[src/rtl/simon_seq_ctrl.sv]
// ---------------------------------------------------------------------------
// simon_seq_ctrl
//   Game sequencer for a "Simon" style memory game. A start request captures
//   a 32-bit seed whose 2-bit fields are the colours of the pattern steps.
//   The pattern is then shown one step at a time, and the player has to
//   repeat it. Each correct full repetition grows the pattern by one step,
//   up to MAX_LEN steps.
//
// Parameters
//   MAX_LEN    final level (1..16)
//   ON_CYCLES  cycles each pattern step is lit (>=1)
//   OFF_CYCLES dark cycles after each pattern step (>=1)
//
// Ports
//   clk          clock, rising edge
//   reset        synchronous, active-high reset
//   start        one-cycle request to begin a new game
//   seed_in      seed from the seed generator
//   rst_seedgen  pulse, high in the cycle a start is accepted
//   btn_valid    player button press strobe
//   btn          colour of the pressed button
//   led_en       pattern LED lit
//   led_color    colour shown, 0 when dark
//   level        current sequence length, 0 when idle
//   busy         showing the pattern or waiting for input
//   win          game won
//   fail         game lost
// ---------------------------------------------------------------------------
module simon_seq_ctrl #(
   parameter int MAX_LEN    = 16,
   parameter int ON_CYCLES  = 4,
   parameter int OFF_CYCLES = 2
) (
   input  logic        clk,
   input  logic        reset,
   input  logic        start,
   input  logic [31:0] seed_in,
   output logic        rst_seedgen,
   input  logic        btn_valid,
   input  logic [1:0]  btn,
   output logic        led_en,
   output logic [1:0]  led_color,
   output logic [4:0]  level,
   output logic        busy,
   output logic        win,
   output logic        fail
);

   localparam int TMAX = (ON_CYCLES > OFF_CYCLES) ? ON_CYCLES : OFF_CYCLES;
   localparam int TW   = (TMAX > 1) ? $clog2(TMAX) : 1;

   localparam logic [TW-1:0] ON_LOAD   = TW'(ON_CYCLES - 1);
   localparam logic [TW-1:0] OFF_LOAD  = TW'(OFF_CYCLES - 1);
   localparam logic [4:0]    MAX_LEN_L = 5'(MAX_LEN);

   typedef enum logic [2:0] {
      S_IDLE,
      S_SHOW_ON,
      S_SHOW_OFF,
      S_INPUT,
      S_WIN,
      S_FAIL
   } state_t;

   state_t          state_q, state_d;
   logic [31:0]     seed_q, seed_d;
   logic [4:0]      level_q, level_d;
   logic [3:0]      idx_q, idx_d;
   logic [TW-1:0]   timer_q, timer_d;

   logic [1:0]      cur_col;
   logic            last_step;
   logic            start_ok;

   // Colour of the step currently pointed at by idx.
   assign cur_col   = seed_q[{idx_q, 1'b0} +: 2];
   assign last_step = ({1'b0, idx_q} == (level_q - 5'd1));
   assign start_ok  = start && ((state_q == S_IDLE) || (state_q == S_WIN) ||
                                (state_q == S_FAIL));

   // The only output not decoded from state: it marks the accepting cycle,
   // so it must also be suppressed when reset wins over start.
   assign rst_seedgen = start_ok && !reset;

   always_ff @(posedge clk) begin
      if (reset) begin
         state_q <= S_IDLE;
         seed_q  <= '0;
         level_q <= '0;
         idx_q   <= '0;
         timer_q <= '0;
      end else begin
         state_q <= state_d;
         seed_q  <= seed_d;
         level_q <= level_d;
         idx_q   <= idx_d;
         timer_q <= timer_d;
      end
   end

   always_comb begin
      state_d = state_q;
      seed_d  = seed_q;
      level_d = level_q;
      idx_d   = idx_q;
      timer_d = timer_q;

      if (start_ok) begin
         seed_d  = seed_in;
         level_d = 5'd1;
         idx_d   = '0;
         timer_d = ON_LOAD;
         state_d = S_SHOW_ON;
      end else begin
         case (state_q)
            S_SHOW_ON: begin
               if (timer_q == '0) begin
                  timer_d = OFF_LOAD;
                  state_d = S_SHOW_OFF;
               end else begin
                  timer_d = timer_q - 1'b1;
               end
            end
            S_SHOW_OFF: begin
               if (timer_q == '0) begin
                  if (last_step) begin
                     idx_d   = '0;
                     state_d = S_INPUT;
                  end else begin
                     idx_d   = idx_q + 4'd1;
                     timer_d = ON_LOAD;
                     state_d = S_SHOW_ON;
                  end
               end else begin
                  timer_d = timer_q - 1'b1;
               end
            end
            S_INPUT: begin
               if (btn_valid) begin
                  if (btn != cur_col) begin
                     state_d = S_FAIL;
                  end else if (!last_step) begin
                     idx_d = idx_q + 4'd1;
                  end else if (level_q < MAX_LEN_L) begin
                     level_d = level_q + 5'd1;
                     idx_d   = '0;
                     timer_d = ON_LOAD;
                     state_d = S_SHOW_ON;
                  end else begin
                     state_d = S_WIN;
                  end
               end
            end
            default: ;
         endcase
      end
   end

   assign led_en    = (state_q == S_SHOW_ON);
   assign led_color = led_en ? cur_col : 2'b00;
   assign level     = level_q;
   assign busy      = (state_q == S_SHOW_ON) || (state_q == S_SHOW_OFF) ||
                      (state_q == S_INPUT);
   assign win       = (state_q == S_WIN);
   assign fail      = (state_q == S_FAIL);

endmodule

[config.mk]
export PLATFORM = sky130hd
export DESIGN_NAME = simon_seq_ctrl
export DESIGN_NICKNAME = d
export VERILOG_FILES = /design/src/rtl/simon_seq_ctrl.sv
export SDC_FILE = /design/constraint.sdc
export NUM_CORES = 1
export LEC_CHECK = 0
export ABC_AREA = 1
export CORE_MARGIN = 4
export CORE_UTILIZATION = 33
export DETAILED_ROUTE_END_ITERATION = 6
export GPL_TIMING_DRIVEN = 0
export PLACE_DENSITY = 0.52
export SETUP_SLACK_MARGIN = 0.1
export SLEW_MARGIN = 20
export SYNTH_ARGS = -nofsm -noshare
export SYNTH_HDL_FRONTEND = slang
export SYNTH_SLANG_ARGS = --single-unit
export TNS_END_PERCENT = 5
[constraint.sdc]
create_clock -name clk -period 2.3 [get_ports clk]
set_clock_uncertainty 0.15 [all_clocks]
set_input_delay 0.46 -clock clk [delete_from_list [all_inputs] [get_ports clk]]
set_output_delay 0.46 -clock clk [all_outputs]
set_load 0.01 [all_outputs]
# Word-level counts from Yosys, hierarchy flattened
# Index checks and enable logic that the tools add are counted.
# totals
out_inout_bits,12
input_bits,38
ff_bits,46
word_cells,91
# classes
shift,1
mux,32
bitwise,1
add_sub_neg,4
n_lt_le_gt_ge,1
n_eq_ne,22
n_reduce_logical,23
# ops
cell,count
indexed part select 32 x 6 -> 2 bit,1
AND reduction 5 bit,5
two-way mux 4 bit,6
"inequality test 3 bit, second input constant",7
two-way mux 2 bit,10
two-way mux 3 bit,6
nonzero test 2 bit,5
one-hot mux 3 bit (3 select lines),1
"inequality test 2 bit, second input constant",4
"inequality test 4 bit, second input constant",2
one-hot mux 4 bit (2 select lines),1
two-way mux 1 bit,7
"== test 3 x 2 -> 1 bit, second input constant",2
"== test 3 bit, second input constant",2
one-hot mux 2 bit (3 select lines),1
AND reduction 6 bit,1
"adder 5 x 1 -> 5 bit, second input constant",1
== test 4 x 5 -> 1 bit,1
"< comparator 5 bit, second input constant",1
"subtractor 5 x 1 -> 5 bit, second input constant",1
"adder 4 x 1 -> 4 bit, second input constant",1
logical OR 1 bit,4
nonzero test 4 bit,1
"== test 3 x 1 -> 1 bit, second input constant",1
other kinds (11),12

# Longest topological paths before layout
# logic_depth
ltp_word,7
ltp_mapped,16
depth_no_buf,15

# Least setup slack after synthesis
# OpenSTA, ideal clock, no wires.
# synth_timing
kind,reg-to-reg
from,"register level_q[0], in the netlist level[0]"
to,register idx_q[0]
t_required_ps,2035
t_arrival_ps,1856
stages_incl_launch_ff,12
setup_ps,115
slack_ps,179
n_path_buf,0
path_cell_list,dfxtp_1 > inv_1 > ha_1 > or2_1 > nand2_1 > nor2_1 > nor3_2 > nand2_2 > nand3_1 > nand3_2 > a21oi_1 > nor2_1
# synth_between
elab_chain_cells,6
elab_cells_between_ends,11
cone_classes,add/sub: 1; order compare: 1; eq/ne: 2; mux: 6; reduce/logical: 1
# synth_lines
element,line_no,rtl
"start, declared",67,"logic [4:0] level_q, level_d;"
"start signal, assigned",95,level_q <= level_d;
subtractor 5 x 1 -> 5 bit,77,"assign last_step = ({1'b0, idx_q} == (level_q - 5'd1));"
== test 4 x 5 -> 1 bit,77,
two-way mux 4 bit,142,end else if (!last_step) begin
two-way mux 4 bit,140,if (btn != cur_col) begin
two-way mux 4 bit,139,if (btn_valid) begin
one-hot mux 4 bit (2 select lines),115,case (state_q)
"end signal, assigned",96,idx_q <= idx_d;
"end, declared",68,"logic [3:0] idx_q, idx_d;"
# Parallel ways exist; a longest one is shown, timed or not. The select of a mux whose other input is x is not followed.
# A chain may end at the register's enable or synchronous reset.

# Worst setup path in the final report
# layout_timing
from,register idx_q[2]
to,output port led_color[1]
# layout_between
elab_chain_cells,2
# layout_lines
element,line_no,rtl
indexed part select 32 x 6 -> 2 bit,76,"assign cur_col = seed_q[{idx_q, 1'b0} +: 2];"
two-way mux 2 bit,160,assign led_color = led_en ? cur_col : 2'b00;
"end, declared",42,"output logic [1:0] led_color,"
# No other way between the ends.

==> impl_metrics.yaml <==
place:
  dp.cells: 522
  port_buffers: 49
  pre_cts_ws_ns: -0.690
  gp_congestion: 0.867
  dp.final_hpwl_um: 4970
floorplan:
  start_util_pct: 33.9
  num_rows: 31
  die_width_um: 94.3
  core-area_um2: 7250
  io_pins: 50
  dieArea_um2: 8900
  die_y_um: 94.3
timing:
  finalHoldViolCount: 0
  finalSetupViolations: 0
  rsz0062_at_grt: "true"
  post-route-min-period_ns: 2.20
  setup_ws_ns: 0.0966
  post-route-period-util_pct: 95.8
  worstMarginPinSlew_ns: 0.652
  slew_viol_final: 0
  maxSlewHeadroom_pct: 56.6
  max_freq_mhz: 454
worst_setup_path:
  rrSetupSlack_ns: 0.24
  r2r_start: "idx_q[0]"
  critPathKind: "register to primary output"
  r2r_end: "level[1]"
  r2r_cells: 15
  startpoint: "idx_q[2]"
  cp-endpoint: "led_color[1]"
  critPathArrivalTime_ns: 1.59
  crit_fanout: 9
  start_kind: "register"
  endpoint_kind: "primary output"
  required_ns: 1.69
logic_synthesis:
  syn_inst: 374
  synth_top_area_cell: "dfxtp_1"
  synth_edf_count: 0
  yosys-top-cells-count: "nand2_1, inv_1, dfxtp_1"
  yosys_warnings: 0
  avgSynthCellArea_um2: 6.58
  ys_top_cells_by_area: "dfxtp_1, nand2_1, nand3_1, inv_1, o21ai_0"
  syn_nets: 417
  netlist_area_um2: 2460
  synth_top_area_share_pct: 37.4
  synth_cell_types: 31
  synth_flop_cell: "dfxtp_1"
  synth_most_common_cell: "nand2_1"
  yosys_register_bits: 46
  ys_seq_area_share_pct: 37.4
  async_flop_share_pct: 0
power_and_ir_drop:
  ir_drop_v: 0.000355
  p_total_w: 0.00304
  leakagePower_nw: 1.41
  powerDensity_nw_per_um2: 903
grt:
  antenna_found_initial: 0
  grt_first_pass_wirelength_um: 11400
  grt_pass1_vias: 2490
  overflow: 0
  grt_usage_pct: 16.3
  grt_start_max_net_pins: 16
cells_and_area:
  nNetsFinal: 484
  fin_cells: 541
  drive_gt1_share_pct: 15.4
  num_antenna_cells: 0
  area_delta_synth_final_pct: 36.9
detailed_routing:
  dr_wl_met3_um: 415
  drt-pass1-iter-count: 4
  wl_per_cell_um: 12.7
  postRouteAntennaNets: 0
  drc: 0
  dr.max_layer_used: "met4"
  drt-total-wl_um: 6860
  drtIter0Drc: 109
  vias: 2575
  via_per_inst: 4.76
  wl_met2_um: 3100
  wl_met1_um: 3250
clock_network:
  cts_max_level: 2
  numClockSinks: 46
  ctsLongestPathBuffers: 2
  clkTransAtPathRegs_ns: 0.09
  hold_buffers: 0
  clk_latency_ns: 0.31
  cts-root-buf: "clkbuf_8"
  cts_tree: "built"
  cts_buffers: 5
hold_path:
  worstHoldPathType: "register to register"
flow_run:
  drv_cap: 0
run_status:
  outcome: "finished clean"
layout make-up:
| cell class | count | area (µm²) |
|---|---|---|
| fill | 791 | 3890 |
| multi-input combinational | 260 | 1340 |
| sequential | 46 | 936 |
| timing repair buffer | 60 | 561 |
| inverter | 57 | 218 |
| tap | 99 | 124 |
| buffer | 11 | 72.6 |
| clock buffer | 5 | 68.8 |
| clock inverter | 3 | 45.0 |
report_power, final:
group / internal, W / total (W) / switching, W
sequential: 0.000966 / 0.00106 / 0.0000948
combinational: 0.000540 / 0.00135 / 0.000813
clock: 0.000324 / 0.000626 / 0.000302
critical path, cell delays in order (launching register included):
cell and delay (ns):
dfxtp_1 0.31, buf_4 0.18, clkinvlp_4 0.17, nand3_1 0.12, nand3_1 0.15, a21oi_2 0.20, clkbuf_2 0.15
layer usage:
metal | vias to the layer above | track usage, %
li1 | 1330 | -
met1 | 1174 | 21.7
met2 | 60 | 26.1
met3 | 11 | 3.59
met4 | 0 | 5.42
met5 | - | 0
registers in the layout, summed over array words and instances (netlist names):
signal,count
timer_q,2
state_q,3
seed_q,32
idx_q,4
level,5
worst min-delay path by stage:
stage / from / endpoint / slack, ns / cells past startpoint
detailed placement: seed_q[20] / seed_q[20] / 0.31 / 1
finish: seed_q[7] / seed_q[7] / 0.33 / 2
global placement: seed_q[20] / seed_q[20] / 0.31 / 1
global route: seed_q[15] / seed_q[15] / 0.35 / 2
floorplan: seed_q[20] / seed_q[20] / 0.29 / 1
CTS: seed_q[7] / seed_q[7] / 0.34 / 2
layout by cell type (no fill, tap or decap), types with 3 or more instances in the layout:
| cell | count |
|---|---|
| nor3_2 | 5 |
| a21oi_1 | 11 |
| dfxtp_4 | 3 |
| nand2_1 | 108 |
| nor3_1 | 4 |
| clkdlybuf4s50_1 | 45 |
| ha_1 | 4 |
| inv_2 | 6 |
| dfxtp_1 | 40 |
| nand3_2 | 3 |
| nand2_2 | 3 |
| inv_1 | 50 |
| clkinvlp_4 | 3 |
| nor2_1 | 19 |
| nor2_4 | 4 |
| buf_2 | 5 |
| buf_4 | 13 |
| dfxtp_2 | 3 |
| nand4_1 | 5 |
| o211ai_1 | 3 |
| nand3_1 | 38 |
| clkbuf_8 | 5 |
| o21ai_0 | 34 |
logic make-up (layout without fill, tap and decap cells):
| group | count (synthesis) | count (layout) | share of synthesized area, % |
|---|---|---|---|
| adders and majority gates | 5 | 5 | 2.54 |
| AOI/OAI and AO/OA | 57 | 57 | 12.6 |
| xor gates and xnor gates | 2 | 2 | 0.712 |
| DFF | 46 | 46 | 37.4 |
| and+or+nand+nor | 196 | 196 | 35.7 |
| buffers and inverters | 68 | 136 | 11.1 |
timing repair:
item | 4_1_cts | 5_1_grt
setup buffers | 5 | 6
pin swaps | 2 | 13
gates resized for setup | 25 | 19
setup endpoints to repair | 16 | 49
stage by stage:
step | area [µm²] | hold slack (ns) | TNS (ns) | utilization [%]
CTS | 3270 | 0.335 | 0 | 45.1
detailed placement | 3070 | 0.310 | -1.95 | 42.4
global placement | 3070 | 0.312 | -2.54 | 42.4
floorplan | 2460 | 0.293 | 0 | -
global route | 3370 | 0.354 | -0.0307 | 46.4
finish | 3370 | 0.334 | 0 | 46.4
Note: power is estimated with default switching activity, not from simulation.
==> RTL edit 1 (config.mk and constraints unchanged) <==
The 6 states of `state_t` get a one-hot encoding in 6 bits.
--- a/src/rtl/simon_seq_ctrl.sv
+++ b/src/rtl/simon_seq_ctrl.sv
@@ -54,11 +54,11 @@
    localparam logic [4:0]    MAX_LEN_L = 5'(MAX_LEN);
 
-   typedef enum logic [2:0] {
-      S_IDLE,
-      S_SHOW_ON,
-      S_SHOW_OFF,
-      S_INPUT,
-      S_WIN,
-      S_FAIL
+   typedef enum logic [5:0] {
+      S_IDLE     = 6'b000001,
+      S_SHOW_ON  = 6'b000010,
+      S_SHOW_OFF = 6'b000100,
+      S_INPUT    = 6'b001000,
+      S_WIN      = 6'b010000,
+      S_FAIL     = 6'b100000
    } state_t;
 
Formal check against the unedited RTL: same outputs for any inputs over 10 cycles, from zero or initial values and one cycle with reset high; not proved beyond that.
==> RTL edit 1 against the original RTL <==
- first-iteration DRC count shrank 32%
- worst hold slack lost 0.0071 ns
- cell area grew 3.9%
- sequential cell count grew 3
- setup slack lost 0.034 ns
- non-clock buffer count grew 1
- global-route usage shrank 0.43 points
- register-to-register slack lost 0.09 ns
- routed wire length grew 2.3%
- power shrank 27%
- critical path depth grew 3
- synthesized area grew 4.4%
- largest cell class unchanged
==> RTL edit 1: results (changes against the original RTL) <==
| Metric | Value |
|---|---|
| Status | complete, no violations |
| CP max stage delay | 0.37 ns (+0.06 ns) |
| Slowest-stage cell, CP | dfxtp_4 |
| VDD IR max | 0.351 mV (-1.3%) |
| Hold depth | 1 (-1) |
| R2R cell count | 11 (-4) |
| Initial antenna violation count | 0 (unchanged) |
| Share of layout cells above drive strength 1 | 16.6% (+1.2 points) |
| DR vias | 2,574 (-0.039%) |
| Top post-synthesis cells by count | nand2_1 (106), inv_1 (54), dfxtp_1 (49), nor2_1 (40), nand3_1 (31) |
| Tot GR Track Use | 15.9% (-0.43 points) |
| Register area share after synthesis | 38.2% (+0.77 points) |
| Cells after Synth | 382 (+2.1%) |
| Pre-CTS WS | -0.778 ns (-0.0882 ns) |
| Mapped Nets | 425 (+1.9%) |
| R2R Setup Slk | 0.15 ns (-0.09 ns) |
| Drt total wl | 7020 um (+2.3%) |
| Number of global-route vias before repair | 2,514 (+0.96%) |
| Count of yosys warnings during synthesis | 0 (unchanged) |
| Crit path DAT | 1.63 ns (+0.04 ns) |
| Worst Hold Slack | 0.327 ns (-0.00711 ns) |
| Synth Area in XOR/XNOR | 2.00% (+1.3 points) |
| Synth Area in Compound Gates | 12.7% (+0.16 points) |
| Mux cell area share after synthesis | 0% (unchanged) |
| Worst R2R Start | state_q[5] |
| Antenna diode count | 0 (unchanged) |
| Worst slew margin | 79.2% (+23 points) |
| Hold Path Sink | seed_q[26] |
| Final net count | 494 (+2.1%) |
| H-tree levels | 2 (unchanged) |
| Largest cells by area after synthesis | dfxtp_1 (38%), nand2_1 (15%), inv_1 (7.9%), nand3_1 (6.0%), nor2_1 (5.8%) |
| P_sw | 735 uW (-39%) |
| Leak Pwr | 0.00155 uW (+9.7%) |
| DIE AREA | 9260 sq um (+4.0%) |
| Post-DP HPWL | 5110 um (+2.7%) |
| Clock Tree Buf Depth | 2 (unchanged) |
| Gp weighted congestion | 0.813 (-6.3%) |
| Via/cell ratio | 4.67 (-1.9%) |
| Root buf cell | clkbuf_8 |
| Adder-cell share of the synthesized area | 2.44% (-0.11 points) |
| Largest net degree at the start of global routing | 15 (-1) |
| Max reg flops | 32 (unchanged) |
| Crit path max fanout | 5 (-4) |
| Initial DRT Pass Iterations | 4 (unchanged) |
| PortBufs | 49 (unchanged) |
| Critical R2R Capture | idx_q[3] |
| Worst-Skew Late Latency | 0.30 ns |
| Placed cells | 530 (+1.5%) |
| Fillers | 790 (-0.13%) |
| First-pass GRT wire length | 11,500 um (+0.84%) |
| Synth unique cells | 29 (-6.5%) |
| Hold_sp | seed_q[26] |
| Initial DRC Count | 74 (-32%) |
## RTL edit 1: timing repair
item,in CTS,in global routing
endpoints found under the setup margin,51,39
pin swaps,8,9
gates resized for setup,46,17
buffers inserted,7,6
## RTL edit 1: cell families (layout without fill, tap and decap cells)
family / count (synthesis) / after routing
and+or+nand+nor: 201 / 201
buffers and inverters: 67 / 137
AOI/OAI and AO/OA: 55 / 55
DFF: 49 / 49
adders and majority gates: 5 / 5
xor gates and xnor gates: 5 / 5
## RTL edit 1: how the worst max path moves through the flow
stage / from / end / slack, ns / cells past startpoint
global route: state_q[5] / idx_q[3] / -0.06 / 12
finish: state_q[1] / rst_seedgen / 0.06 / 9
detailed placement: state_q[1] / rst_seedgen / -0.78 / 9
floorplan: level[0] / level[3] / 0.19 / 12
global placement: start / rst_seedgen / -0.76 / 5
CTS: state_q[1] / rst_seedgen / -0.11 / 9
## RTL edit 1: area by class of cell
type / count / area share [%]
Inverter: 57 / 6.29
Sequential cell: 49 / 28.4
Timing Repair Buffer: 62 / 16.3
Tap cell: 99 / 3.54
Multi-Input combinational cell: 266 / 40.7
Buffer: 10 / 2.32
Clock inverter: 1 / 0.215
Clock buffer: 7 / 2.18
## RTL edit 1: critical path: cells and delay by family, from the launching register on
kind / cells / cell delay, ns
buf+inv: 2 / 0.25
flops: 1 / 0.37
simple gates: 7 / 0.71
## RTL edit 1: routing by layer
layer	up-vias	share of wire, %	GRT usage (%)
li1	1351	-	-
met1	1183	48	21.3
met2	36	47	26.1
met3	4	4.5	2.89
met4	0	0.61	3.79
met5	-	0	0
## RTL edit 1: power groups by stage
stage | clock network (uW) | registers, uW | logic (uW)
final | 507 | 1030 | 677
after global routing | 554 | 1050 | 766
after CTS | 525 | 1030 | 652
after detailed placement | 0 | 1040 | 596
after global placement | 0 | 1040 | 589
after floorplan | 0 | 1030 | 389
## RTL edit 1: per-stage QoR
step / power [uW] / TNS [ns] / cell area (sq um)
4_1_cts: 2200 / -0.227 / 3410
5_1_grt: 2370 / -0.378 / 3500
2_1_floorplan: 1420 / 0 / 2570
3_5_place_dp: 1640 / -3.32 / 3180
3_3_place_gp: 1630 / -3.78 / 3180
6_report: 2220 / 0 / 3500
==> RTL edit 2 (same settings) <==
Made on the original files. The parameter `ON_CYCLES` goes from 4 to 8.
--- a/src/rtl/simon_seq_ctrl.sv
+++ b/src/rtl/simon_seq_ctrl.sv
@@ -29,5 +29,5 @@
 module simon_seq_ctrl #(
    parameter int MAX_LEN    = 16,
-   parameter int ON_CYCLES  = 4,
+   parameter int ON_CYCLES  = 8,
    parameter int OFF_CYCLES = 2
 ) (
Behaviour: not the same (Yosys sat finds a counterexample within 10 cycles, from zero or initial values and one cycle with reset high).
==> RTL edit 2 against the original RTL <==
- routed wire length is 4.9% higher
- power increased by 20%
- synthesized area is 2.7% higher
- via count decreased by 2.4%
- cell area rose by 6.9%
- setup slack gained 0.027 ns
- sequential cell count up 1
==> RTL edit 2: results (changes against the original RTL) <==
| Metric | Value |
|---|---|
| Via/cell ratio | 4.62 (-2.9%) |
| Pre-CTS WS | -1.19 ns (-0.495 ns) |
| Biggest register | seed_q |
| Final net count | 487 (+0.62%) |
| R2R Setup Slk | 0.16 ns (-0.08 ns) |
| Slack of the critical path | 0.124 ns (+0.0271 ns) |
| Clock slew at reported path FFs | 0.09 ns (about the same) |
| Leak Pwr | 0.00150 uW (+6.1%) |
| TritonCTS buffer count | 5 (unchanged) |
| Clock Tree Buf Depth | 2 (unchanged) |
| Top post-synthesis cells by count | nand2_1 (88), inv_1 (55), dfxtp_1 (47), nand3_1 (46), o21ai_0 (34) |
| Hold Path Sink | seed_q[2] |
| Worst Hold Slack | 0.330 ns (-0.00447 ns) |
| Tot GR Track Use | 16.0% (-0.33 points) |
| Number of global-route vias before repair | 2,431 (-2.4%) |
| Initial DRT Pass Iterations | 4 (unchanged) |
| VDD IR max | 0.593 mV (+67%) |
| R2R cell count | 13 (-2) |
| Register area share after synthesis | 37.2% (-0.21 points) |
| Worst-Skew Late Latency | 0.31 ns (about the same) |
| Worst slew pin tran | 0.799 ns (+0.147 ns) |
| Synth unique cells | 29 (-6.5%) |
| Post-Syn Area per Cell | 6.69 sq um (+1.7%) |
| Count of yosys warnings during synthesis | 0 (unchanged) |
| Hold depth | 2 (unchanged) |
| Crit path DAT | 1.57 ns (-0.02 ns) |
| Status | complete, no violations |
| Critical path origin | state_q[2] |
| Drt total wl | 7200 um (+4.9%) |
| DP Area | 3140 sq um (+2.2%) |
| Root buf cell | clkbuf_8 |
| Initial DRC Count | 72 (-34%) |
| Antenna diode count | 0 (unchanged) |
| Gp weighted congestion | 0.797 (-8.0%) |
| Post-DP HPWL | 5110 um (+2.8%) |
| Hold_sp | seed_q[2] |
| Routed wire per std cell | 13.2 um (+4.4%) |
| Largest net degree at the start of global routing | 16 (unchanged) |
| Max reg flops | 32 (unchanged) |
| Post-synth ARST share | 0% (unchanged) |
| First-pass GRT wire length | 11,600 um (+1.3%) |
| Critical R2R Capture | level[3] |
| Initial antenna violation count | 0 (unchanged) |
| CP Capture Point | rst_seedgen |
| H-tree levels | 2 (unchanged) |
| Crit path max fanout | 10 (+1) |
| PortBufs | 49 (unchanged) |
| Min-Delay Path Class | reg -> reg |
| Mapped Nets | 421 (+0.96%) |
| Placed cells | 526 (+0.77%) |
| Share of layout cells above drive strength 1 | 20.0% (+4.6 points) |
| Largest cells by area after synthesis | dfxtp_1 (37%), nand2_1 (13%), nand3_1 (9.1%), inv_1 (8.2%), o21ai_0 (6.7%) |
| Worst R2R Start | idx_q[0] |
==> RTL edit 2: changes by cell type in the layout (fill, tap and decap cells not counted), moves of 4 or more <==
cell	before	now
nor2_1	19	24
nand3_2	3	11
nand2_1	108	83
nor3_2	5	1
nand3_1	38	34
nand2_4	0	4
buf_4	13	8
buf_6	2	7
==> RTL edit 2: logic make-up (layout without fill, tap and decap cells) <==
group	count (synthesis)	in the layout	synth area share, %
compound gates	66	66	14.6
xor+xnor	5	5	1.73
fa+ha+maj	5	5	2.48
buf+inv	73	140	11.8
flops	47	47	37.2
simple gates	182	182	32.1
==> RTL edit 2: timing repair <==
action                                 in CTS  in global routing
endpoints found under the hold margin       0                  0
setup endpoints to repair                  45                 20
gates cloned                                0                  1
pin swaps                                   9                 23
resized for setup                          43                 52
setup buffers                               5                  4
==> RTL edit 2: power by group <==
group / internal, uW / switching (uW)
Clock: 246 / 308
Sequential: 1010 / 123
Combinational: 784 / 1180
Total: 2040 / 1610
==> RTL edit 2: critical path, cell delays in order, from the launching register on <==
cell and delay, ns:
dfxtp_2 0.38, inv_2 0.08, a21oi_2 0.12, and2_4 0.16
buf_8 0.12, inv_6 0.04, nor2_4 0.11, buf_6 0.15
buf_6 0.10
==> RTL edit 2: metal layers <==
metal | GRT usage (%) | vias to the layer above | share of wire (%)
met4 | 3.91 | 0 | 1.3
li1 | - | 1347 | -
met3 | 3.00 | 10 | 4.9
met5 | 0 | - | 0
met2 | 26.0 | 49 | 47
met1 | 21.7 | 1108 | 47
==> RTL edit 2: layout make-up <==
type / count / area [sq um]
buffer: 13 / 104
clock buffer: 6 / 82.6
clock inverter: 2 / 16.3
fill: 748 / 3730
inverter: 60 / 239
multi-input combinational: 258 / 1490
sequential: 47 / 957
tap: 99 / 124
timing repair buffer: 59 / 588
